===== config.mk =====
export PLATFORM = sky130hd
export DESIGN_NAME = uart_rx
export DESIGN_NICKNAME = d
export VERILOG_FILES = /design/src/rtl/uart_pkg.sv /design/src/rtl/uart_sync.sv /design/src/rtl/uart_rx.sv
export SDC_FILE = /design/constraint.sdc
export NUM_CORES = 1
export LEC_CHECK = 0
export BUFFER_PORTS_ARGS = -buffer_cell sky130_fd_sc_hd__buf_2
export CORE_MARGIN = 5
export CORE_UTILIZATION = 50
export DETAILED_ROUTE_END_ITERATION = 12
export PLACE_DENSITY = 0.69
export SYNTH_ARGS = -nofsm -noshare
export SYNTH_HDL_FRONTEND = slang
export SYNTH_HIERARCHICAL = 1
export SYNTH_SLANG_ARGS = --single-unit

===== constraint.sdc =====
create_clock -name clk -period 2.7 [get_ports clk]
set_clock_uncertainty 0.1 [all_clocks]
set_input_delay 0.405 -clock clk [delete_from_list [all_inputs] [get_ports clk]]
set_output_delay 0.405 -clock clk [all_outputs]
set_load 0.01 [all_outputs]

===== src/rtl/uart_pkg.sv =====
// Shared UART types: receiver state encoding, data width, parity helper.
// No logic; imported by uart_rx and the transmitter.
package uart_pkg;

  localparam int UART_DATA_BITS = 8;

  typedef enum logic [2:0] {
    S_IDLE,
    S_START,
    S_DATA,
    S_PARITY,
    S_STOP,
    S_BREAK
  } uart_rx_state_e;

  // Even parity: the parity bit that makes the total count of ones even.
  function automatic logic even_parity(input logic [UART_DATA_BITS-1:0] d);
    return ^d;
  endfunction

endpackage


===== src/rtl/uart_sync.sv =====
// Two-flop synchronizer for an asynchronous level, both flops reset to 1.
// Latency 2 cycles; no flow control.
module uart_sync (
  input  logic clk,
  input  logic rst_n,
  input  logic i_async,
  output logic o_sync
);

  logic meta_q, meta_d;
  logic sync_q, sync_d;

  always_comb begin
    meta_d = i_async;
    sync_d = meta_q;
  end

  always_ff @(posedge clk or negedge rst_n) begin
    if (!rst_n) begin
      meta_q <= 1'b1;
      sync_q <= 1'b1;
    end else begin
      meta_q <= meta_d;
      sync_q <= sync_d;
    end
  end

  assign o_sync = sync_q;

endmodule


===== src/rtl/uart_rx.sv =====
// UART 8N1 receiver with byte checksum; optional even parity via UART_RX_PARITY_EN.
// Pulse outputs one cycle after the mid-stop sample; no backpressure (bytes are never held off).
module uart_rx
  import uart_pkg::*;
#(
  parameter int cycles_per_bit = 3
) (
  input  logic        clk,
  input  logic        rst_n,
  input  logic        i_serial,
  output logic [7:0]  o_data,
  output logic        o_valid,
  output logic [31:0] o_sum,
  output logic        o_frame_err,
  output logic        o_parity_err,
  output logic        o_idle
);

  localparam int CW = $clog2(cycles_per_bit + 1);
  localparam logic [CW-1:0] HALF_LOAD = CW'(cycles_per_bit / 2);
  localparam logic [CW-1:0] BIT_LOAD  = CW'(cycles_per_bit);
  localparam logic [2:0]    LAST_BIT  = 3'(UART_DATA_BITS - 1);

  logic s;

  uart_sync u_sync (
    .clk     (clk),
    .rst_n   (rst_n),
    .i_async (i_serial),
    .o_sync  (s)
  );

  uart_rx_state_e state_q, state_d;
  logic [CW-1:0]  cnt_q, cnt_d;
  logic [2:0]     bit_q, bit_d;
  logic [7:0]     shift_q, shift_d;
  logic [7:0]     data_q, data_d;
  logic           valid_q, valid_d;
  logic [31:0]    sum_q, sum_d;
  logic           ferr_q, ferr_d;
  logic           idle_q, idle_d;
`ifdef UART_RX_PARITY_EN
  logic           par_err_q, par_err_d;
  logic           perr_q, perr_d;
`endif

  logic expire;
  assign expire = (cnt_q == CW'(1));

  always_comb begin
    state_d = state_q;
    cnt_d   = cnt_q;
    bit_d   = bit_q;
    shift_d = shift_q;
    data_d  = data_q;
    sum_d   = sum_q;
    valid_d = 1'b0;
    ferr_d  = 1'b0;
`ifdef UART_RX_PARITY_EN
    par_err_d = par_err_q;
    perr_d    = 1'b0;
`endif

    case (state_q)
      S_IDLE: begin
        if (!s) begin
          cnt_d   = HALF_LOAD;
          state_d = S_START;
        end
      end

      S_START: begin
        if (expire) begin
          if (s) begin
            state_d = S_IDLE;
          end else begin
            cnt_d   = BIT_LOAD;
            bit_d   = 3'd0;
            state_d = S_DATA;
          end
        end else begin
          cnt_d = cnt_q - CW'(1);
        end
      end

      S_DATA: begin
        if (expire) begin
          shift_d = {s, shift_q[7:1]};
          cnt_d   = BIT_LOAD;
          bit_d   = bit_q + 3'd1;
          if (bit_q == LAST_BIT) begin
`ifdef UART_RX_PARITY_EN
            state_d = S_PARITY;
`else
            state_d = S_STOP;
`endif
          end
        end else begin
          cnt_d = cnt_q - CW'(1);
        end
      end

`ifdef UART_RX_PARITY_EN
      S_PARITY: begin
        if (expire) begin
          par_err_d = (s != even_parity(shift_q));
          cnt_d     = BIT_LOAD;
          state_d   = S_STOP;
        end else begin
          cnt_d = cnt_q - CW'(1);
        end
      end
`endif

      S_STOP: begin
        if (expire) begin
          // Leaving mid stop bit leaves half a bit to catch a back-to-back start.
          if (!s) begin
            ferr_d  = 1'b1;
            state_d = S_BREAK;
`ifdef UART_RX_PARITY_EN
          end else if (par_err_q) begin
            perr_d  = 1'b1;
            state_d = S_IDLE;
`endif
          end else begin
            data_d  = shift_q;
            valid_d = 1'b1;
            sum_d   = sum_q + {{(32 - UART_DATA_BITS){1'b0}}, shift_q};
            state_d = S_IDLE;
          end
        end else begin
          cnt_d = cnt_q - CW'(1);
        end
      end

      S_BREAK: begin
        if (s) begin
          state_d = S_IDLE;
        end
      end

      default: state_d = S_IDLE;
    endcase

    idle_d = (state_d == S_IDLE) && s;
  end

  always_ff @(posedge clk or negedge rst_n) begin
    if (!rst_n) begin
      state_q <= S_IDLE;
      cnt_q   <= '0;
      bit_q   <= '0;
      shift_q <= '0;
      data_q  <= '0;
      valid_q <= 1'b0;
      sum_q   <= '0;
      ferr_q  <= 1'b0;
      idle_q  <= 1'b0;
`ifdef UART_RX_PARITY_EN
      par_err_q <= 1'b0;
      perr_q    <= 1'b0;
`endif
    end else begin
      state_q <= state_d;
      cnt_q   <= cnt_d;
      bit_q   <= bit_d;
      shift_q <= shift_d;
      data_q  <= data_d;
      valid_q <= valid_d;
      sum_q   <= sum_d;
      ferr_q  <= ferr_d;
      idle_q  <= idle_d;
`ifdef UART_RX_PARITY_EN
      par_err_q <= par_err_d;
      perr_q    <= perr_d;
`endif
    end
  end

  assign o_data      = data_q;
  assign o_valid     = valid_q;
  assign o_sum       = sum_q;
  assign o_frame_err = ferr_q;
  assign o_idle      = idle_q;
`ifdef UART_RX_PARITY_EN
  assign o_parity_err = perr_q;
`else
  assign o_parity_err = 1'b0;
`endif

endmodule


==> key figures, run 1 <==
Run status
  • Outcome: finished with violations
  • Failing checks: negative hold slack

Global route
  • Antenna violations before repair: 0
  • Largest net degree at the start of global routing: 34
  • Vias in the first global route: between 2,000 and 2,500
  • First-pass GRT wire length: roughly 11,000 microns
  • Total track usage: ~18%
  • GRT overflow: 0

Clock network
  • Clock-pin slew on the worst setup and hold paths: 0.07 ns
  • CTS root buf: clkbuf_8
  • H-tree Lvls: 3
  • Post-CTS Setup Bufs: 0
  • Num CTS Buffers: 9
  • Clock latency on the worst-skew pair: ~0.34 ns
  • Post-CTS resize count: 0
  • CTS tree: built
  • Clock tree buffer depth: 2
  • CTS Hold Bufs: 0
  • Clk sinks: 61

Logic synthesis
  • Synth top area cells: dfrtp_1, nand2_1, xor2_1
  • Synthesized instance count: 283
  • Async SR Flop Fraction: 100.0%
  • Post-synth top cells: dfrtp_1, nand2_1, xor2_1
  • Syn avg cell area: 10.71 sq um
  • Post-synthesis cell type count: between 50 and 60
  • Synth top area share: 48.70%
  • Syn nets: 300
  • Post-synth EDFFs: 0
  • Area leader, netlist: dfrtp_1
  • Cell with the most instances after synthesis: dfrtp_1
  • Synth Register Bits: 61
  • Yosys Warn Count: 6
  • Sequential area share after synthesis: approximately half
  • Primary FF master, synth: dfrtp_1
  • Cell Area, Synth: 0.003032 sq mm

Cells and area
  • Antenna Cells: 0
  • P&R area growth vs syn: 17.29%
  • Nets: approximately 350
  • Fill count: 519
  • Layout cells sized above 1: between 20% and 30%

Detailed routing
  • Routed vias: 2,263
  • Final ANT Viol Nets: 0
  • Initial drt markers: 116
  • WL per Instance: 15.34 microns
  • # DRC: 0
  • Detailed Route WL: 6319 microns
  • DRT Pass-1 Iters: 4
  • Vias per inst: 5.493

Place
  • Dpl hpwl: 4440 microns
  • Gpl congestion: 0.8595
  • IO buf count: 45

Timing
  • Slew margin rel.: 54.89%
  • Final Hold Vio Count: 4
  • Fmax: approximately 410 MHz
  • Final critical-path share of the clock period: 90.13%
  • RSZ-0062 raised after global routing: no
  • Final slew viol count: 0
  • Worst hold slack: -0.002112 ns
  • Final setup fails: 0
  • Least-Margin Pin Slew: 0.6767 ns
  • Sum of negative setup slack: 0 ns
  • Period minus WS final: 2.434 ns

Setup path
  • Crit path required time: 2.82 ns
  • Crit path arrival time: 2.55 ns
  • CP endpoint kind: register
  • Worst Path Max Fanout: 8
  • CP Cell Sequence: ha_1 -> fa_1 -> a21o_1 -> a221oi_2 -> a211oi_2 -> and3_1 -> xor2_1
  • Max incr delay on CP: between 0.4 and 0.5 ns
  • CP max stage cell: fa_1
  • Crit Path Class: register to register
  • Critical Path Source Type: register

Floorplanning
  • Die W: 87.87 microns
  • Die Height: 87.87 microns
  • Die Area: 0.007720 sq mm
  • Initial Utilization: 51.20%
  • Core box area: ~0.0059 sq mm
  • Ports: between 40 and 50
  • Core Rows: 28

Power
  • Leak Pwr: 1.919 nW
  • Peak supply drop: 0.5144 mV
  • Pwr Density: 730.1 mW/mm^2

Flow run
  • Maxcap violations: 0

Min path
  • HP Class: input port to asynchronous set/reset pin
-- metal layers --
layer	track usage, %	part of all wire (%)	wire length (microns)
met3	3.198	4.7	298
met4	9.902	2.3	144
met5	0	0	0
met1	24.83	47	2986
met2	27.74	46	2891
-- cell usage in the layout, fill, tap and decap left out, types with 5 or more instances in the layout --
cell type,synthesis,layout
a21oi_1,10,10
and3_1,5,5
buf_2,2,45
clkbuf_8,0,11
dfrtp_1,59,59
ha_1,13,13
inv_1,6,6
mux2_2,8,8
nand2_1,47,47
nand3_1,9,9
nor2_1,11,11
nor3_1,9,9
nor4_1,6,6
o21ai_0,9,9
xnor2_1,9,9
xor2_1,20,20
-- kinds of logic after synthesis --
group	count (synthesis)	share of synthesized area [%]
buffers and inverters	17	2.806
adder cells (fa/ha/maj)	14	6.026
AND/OR/NAND/NOR	111	19.56
AO/OA/AOI/OAI	40	9.039
other	1	0.1237
multiplexers	10	3.632
flip-flops	61	50.43
XOR/XNOR	29	8.378
-- flip-flops by register name (all words and copies together), names as in the netlist --
register       flops
o_sum             32
o_data             8
shift_q            8
bit_q              3
state_q            3
cnt_q              2
o_frame_err        1
o_idle             1
o_valid            1
u_sync/meta_q      1
u_sync/o_sync      1
-- final cells by class --
| type | count | area (sq um) | share of cell area (%) |
|---|---|---|---|
| sequential | 61 | 1529 | 43.00 |
| clock inverter | 4 | 70.07 | 1.970 |
| clock buffer | 12 | 155.1 | 4.363 |
| inverter | 6 | 22.52 | 0.6334 |
| timing repair buffer | 49 | 267.8 | 7.530 |
| tap | 75 | 93.84 | 2.639 |
| multi-input combinational | 205 | 1418 | 39.87 |
-- worst paths after layout --
path / from / to / slack, ns / cells after the start
max: o_sum[0] / o_sum[10] / 0.27 / 7
min reg2reg: u_sync/meta_q / u_sync/o_sync / 0.26 / 0
min in group clk: i_serial / u_sync/meta_q / 0.06 / 1
min: rst_n / shift_q[0] / -0.002 / 1
max in group asynchronous: rst_n / o_sum[29] / 1.88 / 2
max reg2reg: o_sum[0] / o_sum[10] / 0.27 / 7
-- worst max-delay path, delay by kind of cell, from the launching register on --
family	cells	cell delay, ns
adders and majority gates	2	0.66
DFF	1	0.40
and+or+nand+nor	1	0.25
AOI/OAI and AO/OA	3	0.76
xor gates and xnor gates	1	0.15
-- per-stage QoR --
stage	util, %	worst slack, ns	cell area, sq um	instances	total power [mW]
6_report	60.06	0.2665	3556	412	2.596
3_3_place_gp	56.26	0.3382	3331	396	1.665
5_1_grt	60.06	0.1457	3556	412	2.753
3_5_place_dp	56.26	0.3013	3331	396	1.685
4_1_cts	60.06	0.2609	3556	412	2.619
2_1_floorplan	-	0.4067	3032	283	1.559
-- where the power goes --
| part | internal, mW | switching [mW] | total (mW) | leakage (nW) |
|---|---|---|---|---|
| Combinational | 0.247 | 0.265 | 0.512 | 0.976 |
| Clock | 0.568 | 0.362 | 0.929 | 0.116 |
| Sequential | 1.02 | 0.134 | 1.15 | 0.827 |
No activity file was read; power rests on OpenSTA's default activity.
==> inputs of run 2 (changes only) <==
- CORE_UTILIZATION: 50 -> 45
- PLACE_DENSITY: 0.69 -> 0.63
==> run 2 against run 1 <==
Effect of this change:
- the flow now finishes without violations
- die area rose by 9.8%
- power up 2.5%
- flip-flop and latch count unchanged
- first-iteration DRC count shrank 15%
- core utilization decreased by 6.4 points
- hold slack gained 0.075 ns
- cell area grew 0.74%
- count of clock-buffer cells in the layout did not move
- routed wire length is 2.2% lower
- critical path type unchanged
==> key figures, run 2 (synthesized netlist as in run 1, its figures left out) <==
Run status
  • Outcome: finished clean

Clock network
  • Clock-pin slew on the worst setup and hold paths: 0.07 ns
  • CTS root buf: clkbuf_8
  • CTS tree: built
  • Clock latency on the worst-skew pair: approximately 0.33 ns
  • Clk sinks: 61
  • Num CTS Buffers: 9
  • H-tree Lvls: 3
  • Clock tree buffer depth: 2
  • Post-CTS resize count: 0

Global route
  • Met3 GRT Util: 4.102%
  • First-pass GRT wire length: 10,680 microns
  • Antenna violations before repair: 0
  • Gr busiest metal: met2
  • Grt met2 use: between 20% and 30%
  • GRT overflow: 0
  • Vias in the first global route: 2,199
  • Met1 usage: 21.58%
  • Total track usage: 15.86%
  • Largest net degree at the start of global routing: 27

Power
  • NetSw: about 0.76 mW
  • P_int: 1.905 mW
  • Combinational fraction of design power: around a fifth
  • Clock network power share: 37.5%
  • Leak Pwr: 1.928 nW
  • Switching Share: 28.39%
  • Peak supply drop: 0.3399 mV
  • Pwr Density: between 700 and 800 mW/mm^2
  • Part of the power in registers: 43.5%

Timing
  • Slew margin rel.: 61.17%
  • Final Hold Vio Count: 0
  • Sum of negative setup slack: 0 ns
  • Worst hold slack: 0.07257 ns
  • RSZ-0062 raised after global routing: no
  • Final critical-path share of the clock period: approximately nine tenths
  • Final setup fails: 0
  • Fmax: 410.5 MHz
  • Period minus WS final: 2.436 ns
  • Final slew viol count: 0
  • Least-Margin Pin Slew: 0.5824 ns

Setup path
  • R2R Path End: o_sum[14]
  • Family with the most delay on the worst path: compound AO/OA/AOI/OAI gates
  • Critical Path Source Type: register
  • Reg-to-reg slack, setup: 0.26 ns
  • CP Cell Sequence: ha_1 -> fa_1 -> a21o_1 -> a221oi_2 -> a211oi_2 -> and3_1 -> xor2_1
  • CP max stage cell: dfrtp_1
  • Worst r2r path cells: 7
  • Worst path bufs/invs: 0
  • Max incr delay on CP: ~0.40 ns
  • Crit path required time: 2.82 ns
  • Crit Path Class: register to register
  • Worst Path Max Fanout: 8
  • CP endpoint kind: register
  • Crit path arrival time: 2.55 ns
  • Worst r2r src: o_sum[0]

Detailed routing
  • Vias per inst: 5.277
  • Initial drt markers: 99
  • Routed vias: 2,211
  • WL per Instance: between 10 and 15 microns
  • Final ANT Viol Nets: 0
  • # DRC: 0
  • DRT Pass-1 Iters: 4
  • Detailed Route WL: 6177 microns

Flow run
  • Maxcap violations: 0

Floorplanning
  • Die Height: 92.08 microns
  • Die Area: 0.008479 sq mm
  • Core box area: roughly 0.0067 sq mm
  • Ports: 47
  • Initial Utilization: 45.37%
  • Die W: around 92 microns
  • Core Rows: 30

Cells and area
  • Antenna Cells: 0
  • P&R area growth vs syn: 18.16%
  • Commonest non-fill, non-tap cell in the layout: dfrtp_1
  • Nets: 351
  • Layout cells sized above 1: 24.48%
  • Number of flip-flops in the largest register: 32
  • Most frequent cells in the layout: dfrtp_1, nand2_1, buf_2

Min path
  • Hold endpoint: u_sync/meta_q
  • HP Start: i_serial
  • HP Class: input port to register
  • WHS Path Cells: 1

Place
  • IO buf count: 45
  • Dpl hpwl: 4376 microns
  • Gpl congestion: 0.7878
==> run 2: worst max-delay path by stage <==
stage,from,end,cells after the start
2_1_floorplan,o_sum[0],o_sum[14],7
3_3_place_gp,o_sum[0],o_sum[14],7
3_5_place_dp,o_sum[0],o_sum[14],7
4_1_cts,o_sum[0],o_sum[14],7
5_1_grt,o_sum[0],o_sum[10],7
6_report,o_sum[0],o_sum[14],7
==> run 2: per-stage QoR <==
stage               total power, mW  util [%]  instance area [sq um]  setup slack (ns)  cells
global placement              1.668     49.87                   3332            0.3340    402
CTS                           2.685     53.61                   3582            0.2674    419
global route                  2.812     53.61                   3582            0.1506    419
finish                        2.661     53.61                   3582            0.2641    419
floorplan                     1.559         -                   3032            0.4067    283
detailed placement            1.681     49.87                   3332            0.2708    402
==> run 2: what timing repair did <==
action	in CTS	in global routing
endpoints found under the hold margin	22	0
hold buffers	1	0
setup buffers	0	0
endpoints found under the setup margin	0	0
==> run 2: layer usage <==
layer  routed length (microns)  part of all wire (%)
met5                         0                     0
met4                       161                   2.6
met3                       270                   4.4
met2                      2627                    43
met1                      3117                    50
==> run 2: layout make-up <==
type,count,area [sq um]
Clock inverter,4,95.09
Sequential cell,61,1529
Multi-Input combinational cell,205,1418
Clock buffer,12,145.1
Inverter,6,22.52
Fill cell,629,3099
Timing Repair Buffer,51,272.8
Tap cell,80,100.1
==> run 2: power groups by stage <==
| stage | Combinational (mW) | Clock [mW] | Sequential [mW] |
|---|---|---|---|
| after floorplan | 0.452 | 0 | 1.11 |
| after global placement | 0.498 | 0 | 1.17 |
| after detailed placement | 0.510 | 0 | 1.17 |
| after CTS | 0.510 | 1.02 | 1.16 |
| after global routing | 0.578 | 1.06 | 1.17 |
| final | 0.506 | 0.998 | 1.16 |
==> run 2: worst register-to-register path: cells and delay by family, from the launching register on <==
family          cells  cell delay, ns
compound gates      3            0.79
fa+ha+maj           2            0.64
flops               1            0.40
simple gates        1            0.24
xor+xnor            1            0.14
